**config.mk**
```make
export PLATFORM = sky130hd
export DESIGN_NAME = core_mem_arbiter
export DESIGN_NICKNAME = d
export VERILOG_FILES = /design/src/rtl/core_mem_arbiter_pkg.sv /design/src/rtl/core_arb_rr_pick.sv /design/src/rtl/core_mem_arbiter.sv
export SDC_FILE = /design/constraint.sdc
export NUM_CORES = 1
export LEC_CHECK = 0
export ABC_AREA = 1
export CAP_MARGIN = 20
export CORE_MARGIN = 2
export CORE_UTILIZATION = 36
export DETAILED_ROUTE_END_ITERATION = 8
export GPL_TIMING_DRIVEN = 0
export PLACE_DENSITY = 0.93
export SLEW_MARGIN = 10
export SYNTH_ARGS = -nofsm -noshare
export SYNTH_HDL_FRONTEND = slang
export SYNTH_SLANG_ARGS = --single-unit
```
**constraint.sdc**
```tcl
create_clock -name i_clk -period 1.9 [get_ports i_clk]
set_clock_uncertainty 0.2 [all_clocks]
set_input_delay 0.57 -clock i_clk [delete_from_list [all_inputs] [get_ports i_clk]]
set_output_delay 0.57 -clock i_clk [all_outputs]
set_load 0.02 [all_outputs]
```
**src/rtl/core_mem_arbiter_pkg.sv**
```systemverilog
// Shared types and defaults for the N-core data-memory arbiter.
// Optional watchdog feature is enabled by defining CORE_ARB_TIMEOUT_EN.
package core_mem_arbiter_pkg;

  localparam int ARB_RW          = 16;
  localparam int ARB_ADDR_BYTES  = 2;
  localparam int ARB_TIMEOUT_DEF = 255;

  typedef enum logic {
    ARB_IDLE = 1'b0,
    ARB_BUSY = 1'b1
  } arb_state_e;

  // Index width that stays legal for a single-entry vector.
  function automatic int idx_w(input int n);
    return (n > 1) ? $clog2(n) : 1;
  endfunction

endpackage

```
**src/rtl/core_arb_rr_pick.sv**
```systemverilog
// Combinational round-robin picker: first unmasked requester after ptr,
// wrapping modulo CORES.
module core_arb_rr_pick
  import core_mem_arbiter_pkg::*;
#(
  parameter int CORES = 2,
  localparam int IW   = idx_w(CORES)
) (
  input  logic [CORES-1:0] req,
  input  logic [IW-1:0]    ptr,
  input  logic [CORES-1:0] mask,
  output logic             valid,
  output logic [IW-1:0]    win
);

  logic [IW:0]   sum;
  logic [IW-1:0] idx;

  always_comb begin
    valid = 1'b0;
    win   = '0;
    sum   = '0;
    idx   = '0;
    for (int i = 1; i <= CORES; i++) begin
      sum = {1'b0, ptr} + (IW+1)'(i);
      if (sum >= (IW+1)'(CORES)) sum = sum - (IW+1)'(CORES);
      idx = sum[IW-1:0];
      if (!valid && req[idx] && !mask[idx]) begin
        valid = 1'b1;
        win   = idx;
      end
    end
  end

endmodule

```
**src/rtl/core_mem_arbiter.sv**
```systemverilog
// Round-robin arbiter sharing one data-memory bus among CORES core ports.
// Define CORE_ARB_TIMEOUT_EN to abort transfers that see no ack in TIMEOUT cycles.
module core_mem_arbiter
  import core_mem_arbiter_pkg::*;
#(
  parameter int CORES   = 2,
  parameter int RW      = ARB_RW,
  parameter int SEL_W   = ARB_ADDR_BYTES,
  parameter int TIMEOUT = ARB_TIMEOUT_DEF
) (
  input  logic                  i_clk,
  input  logic                  i_rst,
  input  logic [CORES-1:0]      i_c_mem_req,
  input  logic [CORES-1:0]      i_c_mem_we,
  input  logic [CORES*RW-1:0]   i_c_mem_addr,
  input  logic [CORES*RW-1:0]   i_c_mem_data,
  input  logic [CORES*SEL_W-1:0] i_c_mem_sel,
  output logic [CORES-1:0]      o_c_mem_ack,
  output logic [RW-1:0]         o_c_mem_data,
  output logic [CORES-1:0]      o_c_mem_exception,
  output logic                  o_mem_req,
  output logic                  o_mem_we,
  output logic [RW-1:0]         o_mem_addr,
  output logic [RW-1:0]         o_mem_data,
  output logic [SEL_W-1:0]      o_mem_sel,
  input  logic [RW-1:0]         i_mem_data,
  input  logic                  i_mem_ack,
  input  logic                  i_mem_err
);

  localparam int IW = idx_w(CORES);

  arb_state_e state, state_nx;
  logic [IW-1:0]    grant, ptr;
  logic [CORES-1:0] grant_oh;
  logic             busy, tmo_hit, done, load;
  logic             pick_valid;
  logic [IW-1:0]    pick_win, pick_ptr;
  logic [CORES-1:0] pick_mask;

  logic [CORES-1:0][RW-1:0]    c_addr, c_data;
  logic [CORES-1:0][SEL_W-1:0] c_sel;

  assign c_addr = i_c_mem_addr;
  assign c_data = i_c_mem_data;
  assign c_sel  = i_c_mem_sel;

  assign busy     = (state == ARB_BUSY);
  assign grant_oh = CORES'(1) << grant;

`ifdef CORE_ARB_TIMEOUT_EN
  localparam int CW = $clog2(TIMEOUT + 1);
  logic [CW-1:0] cnt;

  // Watchdog fires only when no real ack arrives in the same cycle.
  assign tmo_hit = busy && !i_mem_ack && (cnt == CW'(TIMEOUT));

  always_ff @(posedge i_clk or negedge i_rst) begin
    if (!i_rst)        cnt <= '0;
    else if (load)     cnt <= '0;
    else if (busy && !done) cnt <= cnt + 1'b1;
  end
`else
  logic unused_tmo;
  assign unused_tmo = (TIMEOUT != 0);
  assign tmo_hit    = 1'b0;
`endif

  assign done = busy && (i_mem_ack || tmo_hit);

  // One picker serves both the idle grant and the ack-cycle re-grant; the
  // finishing core is masked because its req is still high that cycle.
  assign pick_ptr  = busy ? grant : ptr;
  assign pick_mask = busy ? grant_oh : '0;

  core_arb_rr_pick #(.CORES(CORES)) u_pick (
    .req   (i_c_mem_req),
    .ptr   (pick_ptr),
    .mask  (pick_mask),
    .valid (pick_valid),
    .win   (pick_win)
  );

  assign load = pick_valid && (!busy || done);

  always_ff @(posedge i_clk or negedge i_rst) begin
    if (!i_rst) state <= ARB_IDLE;
    else        state <= state_nx;
  end

  always_comb begin
    state_nx = state;
    case (state)
      ARB_IDLE: if (pick_valid) state_nx = ARB_BUSY;
      ARB_BUSY: if (done)       state_nx = pick_valid ? ARB_BUSY : ARB_IDLE;
      default:                  state_nx = ARB_IDLE;
    endcase
  end

  always_comb begin
    o_c_mem_ack       = '0;
    o_c_mem_exception = '0;
    o_c_mem_data      = i_mem_data;
    if (done) begin
      o_c_mem_ack       = grant_oh;
      o_c_mem_exception = grant_oh & {CORES{(i_mem_ack && i_mem_err) || tmo_hit}};
    end
  end

  always_ff @(posedge i_clk or negedge i_rst) begin
    if (!i_rst) begin
      grant      <= '0;
      ptr        <= IW'(CORES - 1);
      o_mem_req  <= 1'b0;
      o_mem_we   <= 1'b0;
      o_mem_addr <= '0;
      o_mem_data <= '0;
      o_mem_sel  <= '0;
    end else begin
      if (done) ptr <= grant;
      if (load) begin
        grant      <= pick_win;
        o_mem_req  <= 1'b1;
        o_mem_we   <= i_c_mem_we[pick_win];
        o_mem_addr <= c_addr[pick_win];
        o_mem_data <= c_data[pick_win];
        o_mem_sel  <= c_sel[pick_win];
      end else if (done) begin
        o_mem_req  <= 1'b0;
        o_mem_we   <= 1'b0;
      end
    end
  end

endmodule

```
==> results.md <==
* Run status: finished, violations left
* Failing checks: negative setup slack
* Leakage at around 0.0021 uW
* Post-route ant nets at 0
* Yosys cell types at 18
* CTS buffer count at 5
* Number of antenna violations at the first check in global routing at 0
* Worst Setup Slack, final at -0.0424 ns
* VDD IR max at 0.000602 V
* Pre-antenna DRT Iters at 5
* Synth warnings at 0
* Period utilization at 102%
* HP Class: in2async
* CP Launch Type: flip-flop
* Pwr dens at 1210 mW/mm^2
* Via count at 2549
* Post-synthesis adder-cell area fraction at 0%
* Grt total ovfl at 0
* Compound-Gate Fraction of Synth Area at 2.67%
* Commonest cells post-synth: nand2_1 (181), dfrtp_1 (38), nand3_1 (37)
* Fmax at 515 MHz
* Final worst path period need at around 1.9 ns
* First-pass GRT wire length at ~11000 um
* Setup violators final at 1
* Drt total wl at 7350 um
* Via density at 4.70
* Largest family of logic cells by synthesized area: simple AND/OR/NAND/NOR gates
* Synth Area in XOR/XNOR at 0%
* Top cells by area, synth: dfrtp_1 (43%), nand2_1 (31%), nand3_1 (8.4%)
* Post-Syn Area at about 0.0022 mm^2
* Sequential fraction of the synthesis area at 44.4%
* DIE AREA at ~0.0068 mm^2
* Final Hold Fails at 0
* Clk Latency, worst-skew pair at 0.29 ns
* RSZ-0062 raised after global routing: true
* CTS tree: done
* Count leader, synth: nand2_1
* Total power draw at between 4000 and 5000 uW
* Syn Inst Count at 310
* Filler-free cell count of the finished design at 542
* Pins Over Slew Limit at 0
* DRC violation count after routing at 0
* Gpl congestion at 0.779
* Initial core utilization at 37.2%
* Worst-path clk slew at 0.08 ns
* Syn Area/Cell at 7.10 um^2
* Type of the worst setup path: reg2out
* Crit end category: output port
* WL/cell at 13.6 um
* Worst-Margin Slew at ~0.5 ns
* Max clock buf depth at 2
* Arr. time, crit path at around 1.2 ns
* Clock sinks at 39
* Core area at approximately 0.0059 mm^2
* CTS H-Tree Depth at 2
* Initial drt markers at 79
* Synth Register Bits at 39
* Synth Net Count at 402
* Die X at a little over 80 um
* Max cap viols at 0
* Worst EP required at 1.13 ns
* Relative slew margins at between 60% and 70%
* Hold buffer count at cts at 0
* Simple-gate share of the synthesized area at about 42%
* Async set or reset register ratio after synthesis at between 90% and 100%
* Placed insts at 517
* Most used DFF post-synth: dfrtp_1
* Post-synth EDFFs at 0
* DP HPWL at approximately 5400 um
* Nets@finish at 558
* Ports at approximately 150
* Layout cells sized above 1 at 18.4%
* GRT Util Overall at 21.1%
* FP Rows at 28
* Layout area overhead at 77.3%
* Clock root buffer: clkbuf_8
* CP Max Fanout at 6
* Worst slack, placed at -1.00 ns
* Pin count of the biggest net entering global routing at 21
* # diodes at 0
* Post-synthesis mux area share at 0%
* Die Height at 82.2 um
* Share of the synthesized area in the top cell type at 43.2%
* IO buf count at approximately 130
* Synth area leader: dfrtp_1
* Vias in the first global route at ~2400
[power breakdown]
part / switching, uW / internal (uW) / total (uW)
Clock: 287 / 255 / 542
Sequential: 216 / 1230 / 1440
Combinational: 1580 / 1150 / 2730
[state kept, by name (all words and copies together) (netlist names)]
name        cells
ptr             1
grant           1
o_mem_we        1
o_mem_req       1
o_mem_addr     16
o_mem_data     16
busy            1
o_mem_sel       2
[layout by cell type (no fill, tap or decap), types with 3 or more instances in the layout]
cell	synthesis	final
buf_2	10	7
buf_4	22	37
dfrtp_1	38	37
clkbuf_8	0	5
inv_2	3	6
nand2_4	1	3
nand3_1	37	37
buf_6	0	5
clkdlybuf4s50_1	0	70
dlygate4sd2_1	0	53
nand2_1	181	180
[timing repair]
item | in CTS | in global routing
cloned | 0 | 2
pin swaps | 3 | 7
setup endpoints to repair | 92 | 35
setup buffers | 8 | 8
resized for setup | 89 | 17
[final timing paths]
check,from,to,slack (ns),depth (start not counted)
max,busy,o_c_mem_exception[1],-0.04,5
max reg2reg,grant,o_mem_data[10],0.10,9
min,i_rst,o_mem_data[5],0.04,1
min reg2reg,o_mem_addr[0],o_mem_addr[0],0.27,2
min in group i_clk,o_mem_addr[0],o_mem_addr[0],0.27,2
max in group asynchronous,i_rst,ptr,0.91,2
[through the flow]
step                      util (%)  hold slack [ns]  TNS, ns  instance area, um^2
after global placement        61.2            0.260   -53.81                 3620
final                         65.9           0.0435  -0.0424                 3900
after global routing          65.9           0.0634   -0.128                 3900
after detailed placement      61.5            0.265   -22.42                 3640
after floorplan                  -           0.0744  -0.0451                 2220
after CTS                     63.3           0.0477  -0.0620                 3750
[routing by layer]
metal | vias up | global-route usage [%] | share of wire [%]
met4 | 0 | 5.17 | 1.5
met5 | - | 0 | 0
li1 | 1252 | - | -
met3 | 11 | 5.00 | 8.3
met1 | 1188 | 24.1 | 39
met2 | 98 | 39.3 | 51
[layout make-up]
class                   count  area, um^2
plain buffers              32         253
clock buffers               5        68.8
clock inverters             3        20.0
fillers                   536        2020
inverters                   6        22.5
multi-input cells         233        1030
flip-flops and latches     39         978
well taps                  75        93.8
repair buffers            149        1430
[critical path, stage by stage, from the launching register on]
cell	delay (ns)
dfrtp_2	0.39
nand2_4	0.09
nor2_4	0.13
inv_2	0.06
nor2_4	0.10
buf_6	0.12
[cells by family (layout without fill, tap and decap cells)]
family / count (synthesis) / in the layout
AO/OA/AOI/OAI: 5 / 5
buffers and inverters: 38 / 195
flip-flops: 39 / 39
AND/OR/NAND/NOR: 228 / 228
Power figures use the tool's default switching activity.
==> RTL edit: new RTL, config.mk and constraints unchanged <==
The package constant `ARB_ADDR_BYTES` goes from 2 to 4.
--- a/src/rtl/core_mem_arbiter_pkg.sv
+++ b/src/rtl/core_mem_arbiter_pkg.sv
@@ -3,7 +3,7 @@
 package core_mem_arbiter_pkg;
 
   localparam int ARB_RW          = 16;
-  localparam int ARB_ADDR_BYTES  = 2;
+  localparam int ARB_ADDR_BYTES  = 4;
   localparam int ARB_TIMEOUT_DEF = 255;
 
   typedef enum logic {
Interface: changed (resized i_c_mem_sel and o_mem_sel); port bits go from 148 to 154. No check against the original RTL was run, so the function may have changed too.
==> RTL edit against the unedited design <==
  * The flow still finishes with violations (setup timing)
  * Worst setup slack worse by 0.032 ns
  * Design area about the same
  * Wire length down 0.38%
  * Sequential cell count up 2
  * First-iteration DRC count up 71%
  * Final cell count up 2.8%
  * Critical endpoint is now o_c_mem_exception[0]
  * Count of clock-buffer cells in the layout up 3
  * Critical path type unchanged
  * Largest cell class unchanged
  * Power about the same
  * Sequential power up 5%
  * Largest power group unchanged
  * Register-to-register slack better by 0.08 ns
  * Worst hold slack better by 0.0080 ns
  * Area after synthesis up 3.3%
==> RTL edit: results (changes against the unedited design) <==
Status: finished with violations (unchanged)
Failing checks: setup timing (unchanged)
Initial antenna violation count: 0 (unchanged)
Top flop regs: o_mem_addr x16, o_mem_data x16, o_mem_sel x4 (was o_mem_addr x16, o_mem_data x16, o_mem_sel x2)
Vias per inst: 4.725 (was 4.703)
Grt met2 use: 38.64% (was 39.27%)
Met1 usage: 23.61% (was 24.15%)
Port buffer count: 137 (was 131)
Final cell count without fillers: 557 (was 542)
Top cells by instance count after synthesis: 194 x nand2_1, 40 x dfrtp_1, 40 x nand3_1, 17 x buf_4, 15 x buf_2 (was 181 x nand2_1, 38 x dfrtp_1, 37 x nand3_1, 22 x buf_4, 10 x buf_2)
WP data arrival: 1.20 ns (was 1.17 ns)
Initial drt markers: 135 (was 79)
Post-synthesis sequential area ratio: 45.18% (was 44.40%)
Overall routing resource usage: 20.89% (was 21.11%)
Worst hold slack: 0.05144 ns (was 0.04346 ns)
Worst Path Max Fanout: 4 (was 6)
Final setup viols: 3 (was 1)
First-pass GRT wire length: 11920 um (was 10910 um)
Fin worst setup slack: -0.07446 ns (was -0.04243 ns)
Max stage delay on crit path: 0.44 ns (was 0.39 ns)
LEAKAGE: 2.140 nW (was 2.117 nW)
Switching share of power: 44.15% (was 44.14%)
Reg2Reg Setup Slack: 0.18 ns (was 0.10 ns)
Worst-margin pin slew: 0.5091 ns (was 0.4988 ns)
Synthesized Nets: 423 (was 402)
Final GP Congestion: 0.7805 (was 0.7792)
Seq. pwr: 1.51 mW (was 1.44 mW)
Share of cells above drive strength 1: 14.73% (was 18.42%)
Fill cells: 568 (was 536)
Number of global-route vias before repair: 2626 (was 2350)
Worst VDD drop: 0.5860 mV (was 0.6024 mV)
Placed insts: 540 (was 517)
Avg Cell Area, Syn: 6.952 um^2 (was 7.100 um^2)
GRT met3 Usage: 5.045% (was 5.000%)
Routed WL per cell: 13.14 um (was 13.55 um)
Largest net degree at the start of global routing: 22 (was 21)
# nets final: 577 (was 558)
Combinational power share: 56.2% (was 57.9%)
==> RTL edit: final timing paths <==
kind / to / start / cells past startpoint
setup / recovery: o_c_mem_exception[0] / grant / 3
hold / removal: o_mem_addr[13] / i_rst / 1
setup reg to reg: o_mem_addr[2] / grant / 8
hold reg to reg: o_mem_data[14] / o_mem_data[14] / 2
max in group asynchronous: ptr / i_rst / 2
min in group i_clk: o_mem_data[14] / o_mem_data[14] / 2
==> RTL edit: cell families after synthesis <==
family	count (synthesis)	synth area share [%]
simple gates	240	41.99
flops	41	45.18
buf+inv	41	11.06
compound gates	5	1.761
==> RTL edit: repair_timing <==
item | 4_1_cts | 5_1_grt
setup buffers | 3 | 6
endpoints found under the setup margin | 88 | 33
gates cloned | 0 | 0
pin swaps | 3 | 3
gates resized for setup | 92 | 11
==> RTL edit: through the flow <==
| step | setup TNS, ns | setup WS [ns] | area, um^2 |
|---|---|---|---|
| final | -0.1612 | -0.07446 | 3901 |
| after global routing | -0.4290 | -0.1390 | 3901 |
| after CTS | -0.06017 | -0.05987 | 3822 |
| after detailed placement | -20.16 | -1.025 | 3776 |
| after global placement | -55.44 | -0.9597 | 3754 |
| after floorplan | -0.04201 | -0.04201 | 2288 |
==> RTL edit: routing by layer <==
layer	vias to the layer above	share of wire [%]	wire, um
met5	-	0	0
li1	1302	-	-
met2	110	52	3820
met4	0	2.0	144
met3	15	6.9	503
met1	1205	39	2849
==> RTL edit: area by class of cell <==
class,instances,area (um^2),share of cell area [%]
multi-input cells,245,1031,26.43
plain buffers,35,267.8,6.863
repair buffers,147,1378,35.31
flip-flops and latches,41,1028,26.36
inverters,6,22.52,0.5773
clock buffers,8,80.08,2.053
well taps,75,93.84,2.405
